## src/rtl/bitcrusher_multimode.sv

```systemverilog
// Bit-depth and sample-rate reducer: keeps the top K bits of each sample and can
// hold the output for F samples. BITCRUSH_DITHER_EN adds LFSR dither before truncation.
module bitcrusher_multimode #(
  parameter int SAMPLE_WIDTH = 12,
  parameter int KB_WIDTH     = 4,
  parameter int DS_WIDTH     = 4
) (
  input  logic                    clock,
  input  logic                    reset,
  input  logic                    start,
  input  logic [SAMPLE_WIDTH-1:0] incoming_sample,
  input  logic [KB_WIDTH-1:0]     keep_bits,
  input  logic [DS_WIDTH-1:0]     downsample_factor,
  output logic [SAMPLE_WIDTH-1:0] modified_sample,
  output logic                    done,
  output logic                    busy
);

  localparam logic [KB_WIDTH-1:0] SW_KB = KB_WIDTH'(SAMPLE_WIDTH);

  typedef enum logic [1:0] {IDLE, CRUSH, DONE} state_t;
  state_t state, state_next;

  logic [SAMPLE_WIDTH-1:0] sample_q, held, result, quant, pre_trunc, keep_mask;
  logic [KB_WIDTH-1:0]     kb_q, k_eff, drop;
  logic [DS_WIDTH-1:0]     factor_q, f_eff, cnt, cnt_inc;
  logic                    accept;

  assign accept = (state == IDLE) && start;
  assign busy   = (state != IDLE);

  always_ff @(posedge clock or posedge reset) begin
    if (reset) state <= IDLE;
    else       state <= state_next;
  end

  always_comb begin
    state_next = state;
    case (state)
      IDLE:    if (start) state_next = CRUSH;
      CRUSH:   state_next = DONE;
      DONE:    state_next = IDLE;
      default: state_next = IDLE;
    endcase
  end

  always_comb begin
    k_eff = kb_q;
    if (kb_q == '0)        k_eff = KB_WIDTH'(1);
    else if (kb_q > SW_KB) k_eff = SW_KB;
    drop      = SW_KB - k_eff;
    keep_mask = {SAMPLE_WIDTH{1'b1}} << drop;
    f_eff     = (factor_q == '0) ? DS_WIDTH'(1) : factor_q;
    cnt_inc   = cnt + DS_WIDTH'(1);
  end

`ifdef BITCRUSH_DITHER_EN
  logic [15:0]             lfsr;
  logic [SAMPLE_WIDTH-1:0] dither;
  logic [SAMPLE_WIDTH:0]   dither_sum;

  // Galois form of x^16+x^14+x^13+x^11+1, stepped once per accepted start
  always_ff @(posedge clock or posedge reset) begin
    if (reset)       lfsr <= 16'hACE1;
    else if (accept) lfsr <= {1'b0, lfsr[15:1]} ^ (lfsr[0] ? 16'hB400 : 16'h0000);
  end

  always_comb begin
    dither     = SAMPLE_WIDTH'(lfsr) & ~keep_mask;
    dither_sum = {1'b0, sample_q} + {1'b0, dither};
    pre_trunc  = dither_sum[SAMPLE_WIDTH] ? '1 : dither_sum[SAMPLE_WIDTH-1:0];
  end
`else
  assign pre_trunc = sample_q;
`endif

  assign quant = pre_trunc & keep_mask;

  always_ff @(posedge clock or posedge reset) begin
    if (reset) begin
      sample_q        <= '0;
      kb_q            <= '0;
      factor_q        <= '0;
      held            <= '0;
      result          <= '0;
      cnt             <= '0;
      modified_sample <= '0;
      done            <= 1'b0;
    end else begin
      if (accept) begin
        sample_q <= incoming_sample;
        kb_q     <= keep_bits;
        factor_q <= downsample_factor;
      end
      if (state == CRUSH) begin
        // counter >= F (factor shrank) is treated like a fresh hold period
        if (cnt == '0 || cnt >= f_eff) begin
          held   <= quant;
          result <= quant;
          cnt    <= (f_eff == DS_WIDTH'(1)) ? '0 : DS_WIDTH'(1);
        end else begin
          result <= held;
          cnt    <= (cnt_inc >= f_eff) ? '0 : cnt_inc;
        end
      end
      done <= (state == DONE);
      if (state == DONE) modified_sample <= result;
    end
  end

endmodule

```

## config.mk

```make
export PLATFORM = sky130hd
export DESIGN_NAME = bitcrusher_multimode
export DESIGN_NICKNAME = d
export VERILOG_FILES = /design/src/rtl/bitcrusher_multimode.sv
export SDC_FILE = /design/constraint.sdc
export NUM_CORES = 1
export LEC_CHECK = 0
export CORE_UTILIZATION = 59
export CTS_BUF_LIST = sky130_fd_sc_hd__clkbuf_2 sky130_fd_sc_hd__clkbuf_4 sky130_fd_sc_hd__clkbuf_8
export DETAILED_ROUTE_END_ITERATION = 6
export PLACE_DENSITY_LB_ADDON = 0.3
export SLEW_MARGIN = 20
export SYNTH_ARGS = -nofsm -noshare
export SYNTH_HDL_FRONTEND = slang
export SYNTH_SLANG_ARGS = --single-unit
```

## constraint.sdc

```tcl
create_clock -name clock -period 2.85 [get_ports clock]
set_input_delay 0.57 -clock clock [delete_from_list [all_inputs] [get_ports clock]]
set_output_delay 0.57 -clock clock [all_outputs]
set_load 0.01 [all_outputs]
```

==> reports/metrics.csv, run 1 <==
stage;metric;value;unit
run_status;run_status;completed;
placement;placement.io_buffers;36;
synthesis;synth.ff_latch_count;51;
synthesis;post_synth_mux_area_share;0.1405;
synthesis;ys_flop_type;sky130_fd_sc_hd__dfrtp_1;
setup_path;critical-path-top-delay-family;compound AO/OA/AOI/OAI gates;
synthesis;post_synth.cell_area_avg;11.92;um^2
route;final_routed_wirelength;4305;um
synthesis;synth_async_sr_flop_share;1.000;
cells_and_area;multiInputGateArea;975.9;um^2
synthesis;synth_sequential_area_ratio;0.5490;
cts;cts_post_setup_buffers_inserted;0;
placement;routability_congestion_estimate_from_global_placement;0.7915;
global_routing;globalRoute.totalOverflow;0;
pwr;report.power.total;0.002426;W
pwr;p_clk_frac;0.157;
pwr;power_switching;0.0007947;W
synthesis;yosysMostFrequentCell;sky130_fd_sc_hd__dfrtp_1;
pwr;cell_internal_pwr;0.001631;W
timing;timing.max_slew.rel_slack;0.6156;
floorplanning;die_area;0.004195;mm^2
global_routing;grt_max_degree;25;
synthesis;ys.warnings.count;0;
floorplanning;fp.dieW;64.77;um
cts;tritoncts.num_buffers;5;
cts;total_clock_sinks;51;
cells_and_area;fill_cells;266;
pwr;leakagePower;1.294;nW
synthesis;synth.cell_area;0.002325;mm^2
timing;setup_repair_after_global_routing_missed_its_margin;no;
cts;ctsHoldBuffers;0;
setup_path;worst_path_max_delay_cell;sky130_fd_sc_hd__dfrtp_1;
pwr;power.share.combinational;0.387;
setup_path;crit_path_frequent_cell;sky130_fd_sc_hd__ha_1;
cts;ctsResizeCount;0;
synthesis;synthDominantCellAreaShare;0.5490;
synthesis;synthXorXnorAreaFrac;0.01130;
cells_and_area;syn_to_final_growth;21.64;%
timing;timing.final.crit_period;2.112;ns
synthesis;yosys-top-cells-area;sky130_fd_sc_hd__dfrtp_1 55%, sky130_fd_sc_hd__mux2_2 14%, sky130_fd_sc_hd__ha_1 7.5%;
synthesis;yosys.area.top_type;sky130_fd_sc_hd__dfrtp_1;
floorplanning;die_height;64.77;um
pwr;sequentialPowerShare;0.456;
setup_path;cp_data_arrival_time;2.29;ns
setup_path;setup.worst_path.class;reg2reg;
route;avgRoutedWirePerCell;15.16;um
cts;path_clk_slew;0.07;ns
synthesis;synth_cell_type_count;32;
cells_and_area;ff_latch_area;0.001276;mm^2
cts;clk_root_buffer_cell;sky130_fd_sc_hd__clkbuf_8;
global_routing;grt_usage;0.2479;
synthesis;combinational_family_with_the_most_area_after_synthesis;multiplexers;
timing;setup_total_negative_slack;0;ns
cells_and_area;share_of_final_layout_standard_cells_stronger_than_drive_strength_1;0.2034;
route;detail_route.drc_violations;0;
cts;tritoncts;done;
synthesis;yosys.area_share.simple;0.09526;
floorplanning;core;0.003716;mm^2
setup_path;worst_path_largest_cell_delay;0.45;ns
setup_path;setup.worst_path.start_class;flip-flop;
pwr;ir_worst_vdd;0.5200;mV
floorplanning;floorplan.initialDensity;0.6256;
synthesis;netlist_instances;195;
floorplanning;number_of_rows_created_at_floorplan;22;
route;drt_initial_violations;57;
placement;post-dp-hpwl;3242;um
setup_path;worst_ep_required_time;3.03;ns
cells_and_area;final_instance_count_excl_fillers;284;
setup_path;worstPathMaxFanout;6;
setup_path;path_cells;ha_1, xor2_1, ha_1, nand2_1, o21ai_0, a211oi_1, a211o_1;
synthesis;post_synth_top_cells;51 x sky130_fd_sc_hd__dfrtp_1, 29 x sky130_fd_sc_hd__mux2_2, 21 x sky130_fd_sc_hd__nand2_1, 21 x sky130_fd_sc_hd__o21ai_0, 14 x sky130_fd_sc_hd__ha_1;
timing;finClkSkew;0.008431;ns
synthesis;count_of_flip_flops_with_a_built_in_enable_after_synthesis;0;
synthesis;syn_nets;232;
timing;timing.final.setup_violations;0;
timing;slew_viol_final;0;
setup_path;worst_setup_path_end_kind;flip-flop;
setup_path;count_of_buffering_cells_on_the_critical_path_with_inverters_included;0;
route;routed_via_density;5.507;
hold_path;min-delay-path-class;reg2reg;
synthesis;synthAdderAreaFrac;0.07535;
global_routing;grt_pass1_vias;1680;
cts;maximum_buffer_depth_of_the_clock_tree;2;
job;max_cap_violations;0;
synthesis;synth_compound_area_frac;0.09742;
pwr;p_sw_frac;0.3276;
cells_and_area;finish.utilization;0.7609;
route;drt.antenna.violating_nets;0;
placement;detailedPlace.worstSlack;0.7343;ns
timing;report.final.hold_viol_count;0;
route;via_count;1564;
cts;clk_latency;0.30;ns
cells_and_area;design.final.nets;274;
cells_and_area;n_antenna_cell;0;
timing;transition_time_at_the_pin_with_the_least_slew_margin;0.5725;ns
pwr;power.density_cell_area;857.8;mW/mm^2
timing;max_clock_freq;473.5;MHz
placement;dp.cells;278;
cts;htree_levels;2;
route;first_pass_iters;4;
floorplanning;io_pins;37;
timing;timing.final.crit_share;0.7410;
timing;final.setup.worst_slack;0.7383;ns
global_routing;grt_first_pass_wirelength;7617;um
global_routing;number_of_antenna_violations_at_the_first_check_in_global_routing;0;
## path summary, 6_finish.rpt
kind                       startpoint                  to  slack, ns  cells past startpoint
min in group asynchronous       reset        pre_trunc[8]       0.56                      2
hold / removal              result[8]           result[8]       0.48                      2
setup reg to reg               cnt[0]              cnt[0]       0.74                      7
hold reg to reg             result[8]           result[8]       0.48                      2
setup / recovery               cnt[0]              cnt[0]       0.74                      7
max in group asynchronous       reset  modified_sample[0]       1.72                      3
## state kept, by name, indices dropped and copies added, names as in the netlist
register	count
factor_q	4
done	1
cnt	4
modified_sample	12
pre_trunc	12
result	12
state	2
kb_q	4
## power groups by stage
| stage | sequential, W | clock [W] | combinational [W] |
|---|---|---|---|
| after floorplan | 0.00112 | 0 | 0.000579 |
| after global placement | 0.00110 | 0 | 0.000895 |
| after detailed placement | 0.00112 | 0 | 0.000940 |
| after CTS | 0.00111 | 0.000389 | 0.000944 |
| after global routing | 0.00114 | 0.000417 | 0.00106 |
| final | 0.00111 | 0.000381 | 0.000938 |
## tightest hold or removal path, stage by stage (launching register included)
cell and delay, ns:
sky130_fd_sc_hd__dfrtp_1 0.34, sky130_fd_sc_hd__nand2_1 0.04, sky130_fd_sc_hd__o21ai_0 0.06
## area by class of cell
cell class,count,area share
flip-flops and latches,51,0.4513
well taps,48,0.02124
repair buffers,41,0.1407
inverters,11,0.01460
multi-input cells,127,0.3451
clock buffers,6,0.02699
## cells in the final DEF, fill, tap and decap left out, types with 2 or more instances in the layout
cell type	n
sky130_fd_sc_hd__a22o_1	3
sky130_fd_sc_hd__nor2b_1	2
sky130_fd_sc_hd__and2_1	3
sky130_fd_sc_hd__nand3_1	4
sky130_fd_sc_hd__o211ai_1	3
sky130_fd_sc_hd__or2_2	2
sky130_fd_sc_hd__nand2_1	21
sky130_fd_sc_hd__a21oi_1	2
sky130_fd_sc_hd__clkbuf_8	5
sky130_fd_sc_hd__nor3_1	2
sky130_fd_sc_hd__dfrtp_1	51
sky130_fd_sc_hd__nor2_1	3
sky130_fd_sc_hd__o21ai_0	21
sky130_fd_sc_hd__nand2b_1	3
sky130_fd_sc_hd__buf_4	5
sky130_fd_sc_hd__a211oi_1	2
sky130_fd_sc_hd__clkdlybuf4s50_1	36
sky130_fd_sc_hd__inv_1	10
sky130_fd_sc_hd__ha_1	14
sky130_fd_sc_hd__xnor2_1	2
sky130_fd_sc_hd__mux2_2	29
## layer usage
layer,share of wire,GRT usage
met3,0.043,0.05986
met5,0,0
met1,0.43,0.3022
met4,0.014,0.09444
met2,0.52,0.4232
## through the flow
step           instance area (um^2)  hold slack, ns
2_1_floorplan                  2325          0.4444
3_5_place_dp                   2751          0.4645
5_1_grt                        2828          0.5115
3_3_place_gp                   2751          0.4593
6_report                       2828          0.4773
4_1_cts                        2828          0.4818
## cell families after synthesis
logic type      after synthesis
flops                        51
simple gates                 45
compound gates               36
mux                          29
buf+inv                      17
fa+ha+maj                    14
xor+xnor                      3
Note: power is estimated with default switching activity, not from simulation.
==> run 2: changes to the inputs <==
Settings changed: CORE_UTILIZATION 59 to 55.
Clock period 2.85 ns to 2.2 ns, I/O delays scaled along.
==> run 2 against run 1 <==
Net effect:
- sequential cell count did not move
- non-clock buffer count up 2
- first-iteration DRC count rose by 32%
- count of clock-buffer cells in the layout down 1
- core utilization fell by 4.7 points
- via count about the same
==> reports/metrics.csv, run 2 (same netlist as run 1, synthesis figures left out) <==
stage;metric;value;unit
run_status;run_status;completed;
floorplanning;core;0.004029;mm^2
timing;max_clock_freq;496.7;MHz
cts;total_clock_sinks;51;
cts;path_clk_slew;0.08;ns
cts;clk_latency;0.30;ns
cells_and_area;share_of_final_layout_standard_cells_stronger_than_drive_strength_1;0.2176;
setup_path;path_cells;nor3_1, or2_2, ha_1, nor2_1, a21oi_1, or2_4, nor3b_1, a211o_1;
cells_and_area;mostFrequentLayoutCell;sky130_fd_sc_hd__dfrtp_1;
timing;slew_viol_final;0;
setup_path;worst_path_max_delay_cell;sky130_fd_sc_hd__dfrtp_1;
route;drt_initial_violations;75;
floorplanning;fp.dieW;67.02;um
timing;report.final.hold_viol_count;0;
cells_and_area;n_antenna_cell;0;
cells_and_area;final_cell_mix;50 x sky130_fd_sc_hd__dfrtp_1, 36 x sky130_fd_sc_hd__clkdlybuf4s50_1, 29 x sky130_fd_sc_hd__mux2_2, 21 x sky130_fd_sc_hd__nand2_1, 20 x sky130_fd_sc_hd__o21ai_0;
setup_path;worst_setup_path_end_kind;flip-flop;
floorplanning;die_height;67.02;um
setup_path;worstPathMaxFanout;4;
hold_path;min-delay-path-class;in2async;
cts;cts_post_setup_buffers_inserted;0;
global_routing;globalRoute.totalOverflow;0;
timing;finClkSkew;0.01004;ns
cts;clk_root_buffer_cell;sky130_fd_sc_hd__clkbuf_8;
placement;placement.io_buffers;36;
timing;timing.final.crit_period;2.013;ns
cts;tritoncts;done;
pwr;ir_worst_vdd;0.5411;mV
global_routing;grt_max_degree;52;
route;avgRoutedWirePerCell;13.75;um
cts;htree_levels;2;
route;drt.antenna.violating_nets;0;
cells_and_area;syn_to_final_growth;23.79;%
floorplanning;io_pins;37;
timing;timing.final.crit_share;0.9152;
timing;timing.max_slew.rel_slack;0.7908;
job;max_cap_violations;0;
floorplanning;number_of_rows_created_at_floorplan;23;
setup_path;worst_path_largest_cell_delay;0.39;ns
placement;post-dp-hpwl;3010;um
route;detail_route.drc_violations;0;
route;routed_via_density;5.408;
setup_path;setup.worst_path.class;reg2reg;
global_routing;grt_usage;0.2149;
cts;tritoncts.num_buffers;5;
route;via_count;1563;
timing;transition_time_at_the_pin_with_the_least_slew_margin;0.3137;ns
timing;timing.final.setup_violations;0;
placement;dp.cells;282;
timing;setup_total_negative_slack;0;ns
pwr;leakagePower;1.316;nW
timing;setup_repair_after_global_routing_missed_its_margin;yes;
route;first_pass_iters;4;
floorplanning;die_area;0.004491;mm^2
pwr;report.power.total;0.003192;W
floorplanning;floorplan.initialDensity;0.5770;
setup_path;worst_ep_required_time;2.39;ns
setup_path;setup.worst_path.start_class;flip-flop;
global_routing;grt_pass1_vias;1495;
cells_and_area;design.final.nets;276;
global_routing;number_of_antenna_violations_at_the_first_check_in_global_routing;0;
cts;maximum_buffer_depth_of_the_clock_tree;2;
cells_and_area;fill_cells;292;
global_routing;grt_first_pass_wirelength;6927;um
cells_and_area;final_instance_count_excl_fillers;289;
timing;hold_slack;0.4814;ns
pwr;power.density_cell_area;1109;mW/mm^2
setup_path;cp_data_arrival_time;2.21;ns
route;final_routed_wirelength;3974;um
placement;routability_congestion_estimate_from_global_placement;0.7931;
[run 2: cell types whose count changed in the layout (fill, tap and decap cells not counted), sizes merged]
cell,before,now
clkbuf,6,5
buf,5,7
clkinv,0,2
[run 2: where the power goes]
group / switching (W) / leakage [nW] / internal [W]
sequential: 0.000191 / 0.640 / 0.00124
combinational: 0.000565 / 0.632 / 0.000684
clock: 0.000291 / 0.0440 / 0.000218
[run 2: worst max-delay path, delay by kind of cell, from the launching register on]
kind	cells	cell delay, ns
compound gates	2	0.34
fa+ha+maj	1	0.29
simple gates	5	0.89
flops	1	0.39
[run 2: per-layer routing]
metal / vias up / global-route usage / part of all wire
li1: 759 / - / -
met1: 761 / 0.2939 / 0.47
met2: 36 / 0.3288 / 0.47
met3: 7 / 0.05137 / 0.047
met4: 0 / 0.07979 / 0.016
met5: - / 0 / 0
[run 2: metrics by stage]
step | worst slack [ns] | area, um^2 | utilization
4_1_cts | 0.1328 | 2877 | 0.7140
3_3_place_gp | 0.1971 | 2794 | 0.6935
2_1_floorplan | 0.2850 | 2325 | -
5_1_grt | -0.008782 | 2878 | 0.7143
6_report | 0.1865 | 2878 | 0.7143
3_5_place_dp | 0.1301 | 2794 | 0.6935
[run 2: layout make-up]
cell class                      count  area [um^2]  area share
Clock inverter                      2        13.76    0.004783
Inverter                           11        41.29     0.01435
Sequential cell                    51         1277      0.4439
Multi-Input combinational cell    127        975.9      0.3391
Clock buffer                        5        68.82     0.02391
Timing Repair Buffer               43        437.9      0.1522
Tap cell                           50        62.56     0.02174
[run 2: final timing paths]
check | from | slack, ns | end | cells past startpoint
setup reg to reg | factor_q[1] | 0.19 | cnt[0] | 8
hold reg to reg | result[6] | 0.48 | result[6] | 2
setup / recovery | factor_q[1] | 0.19 | cnt[0] | 8
max in group asynchronous | reset | 1.48 | cnt[1] | 3
min in group clock | result[6] | 0.48 | result[6] | 2
hold / removal | reset | 0.48 | cnt[2] | 3
[run 2: repair_timing]
item	4_1_cts	5_1_grt
endpoints found under the setup margin	0	4
gates resized for setup	0	2
hold buffers	0	0
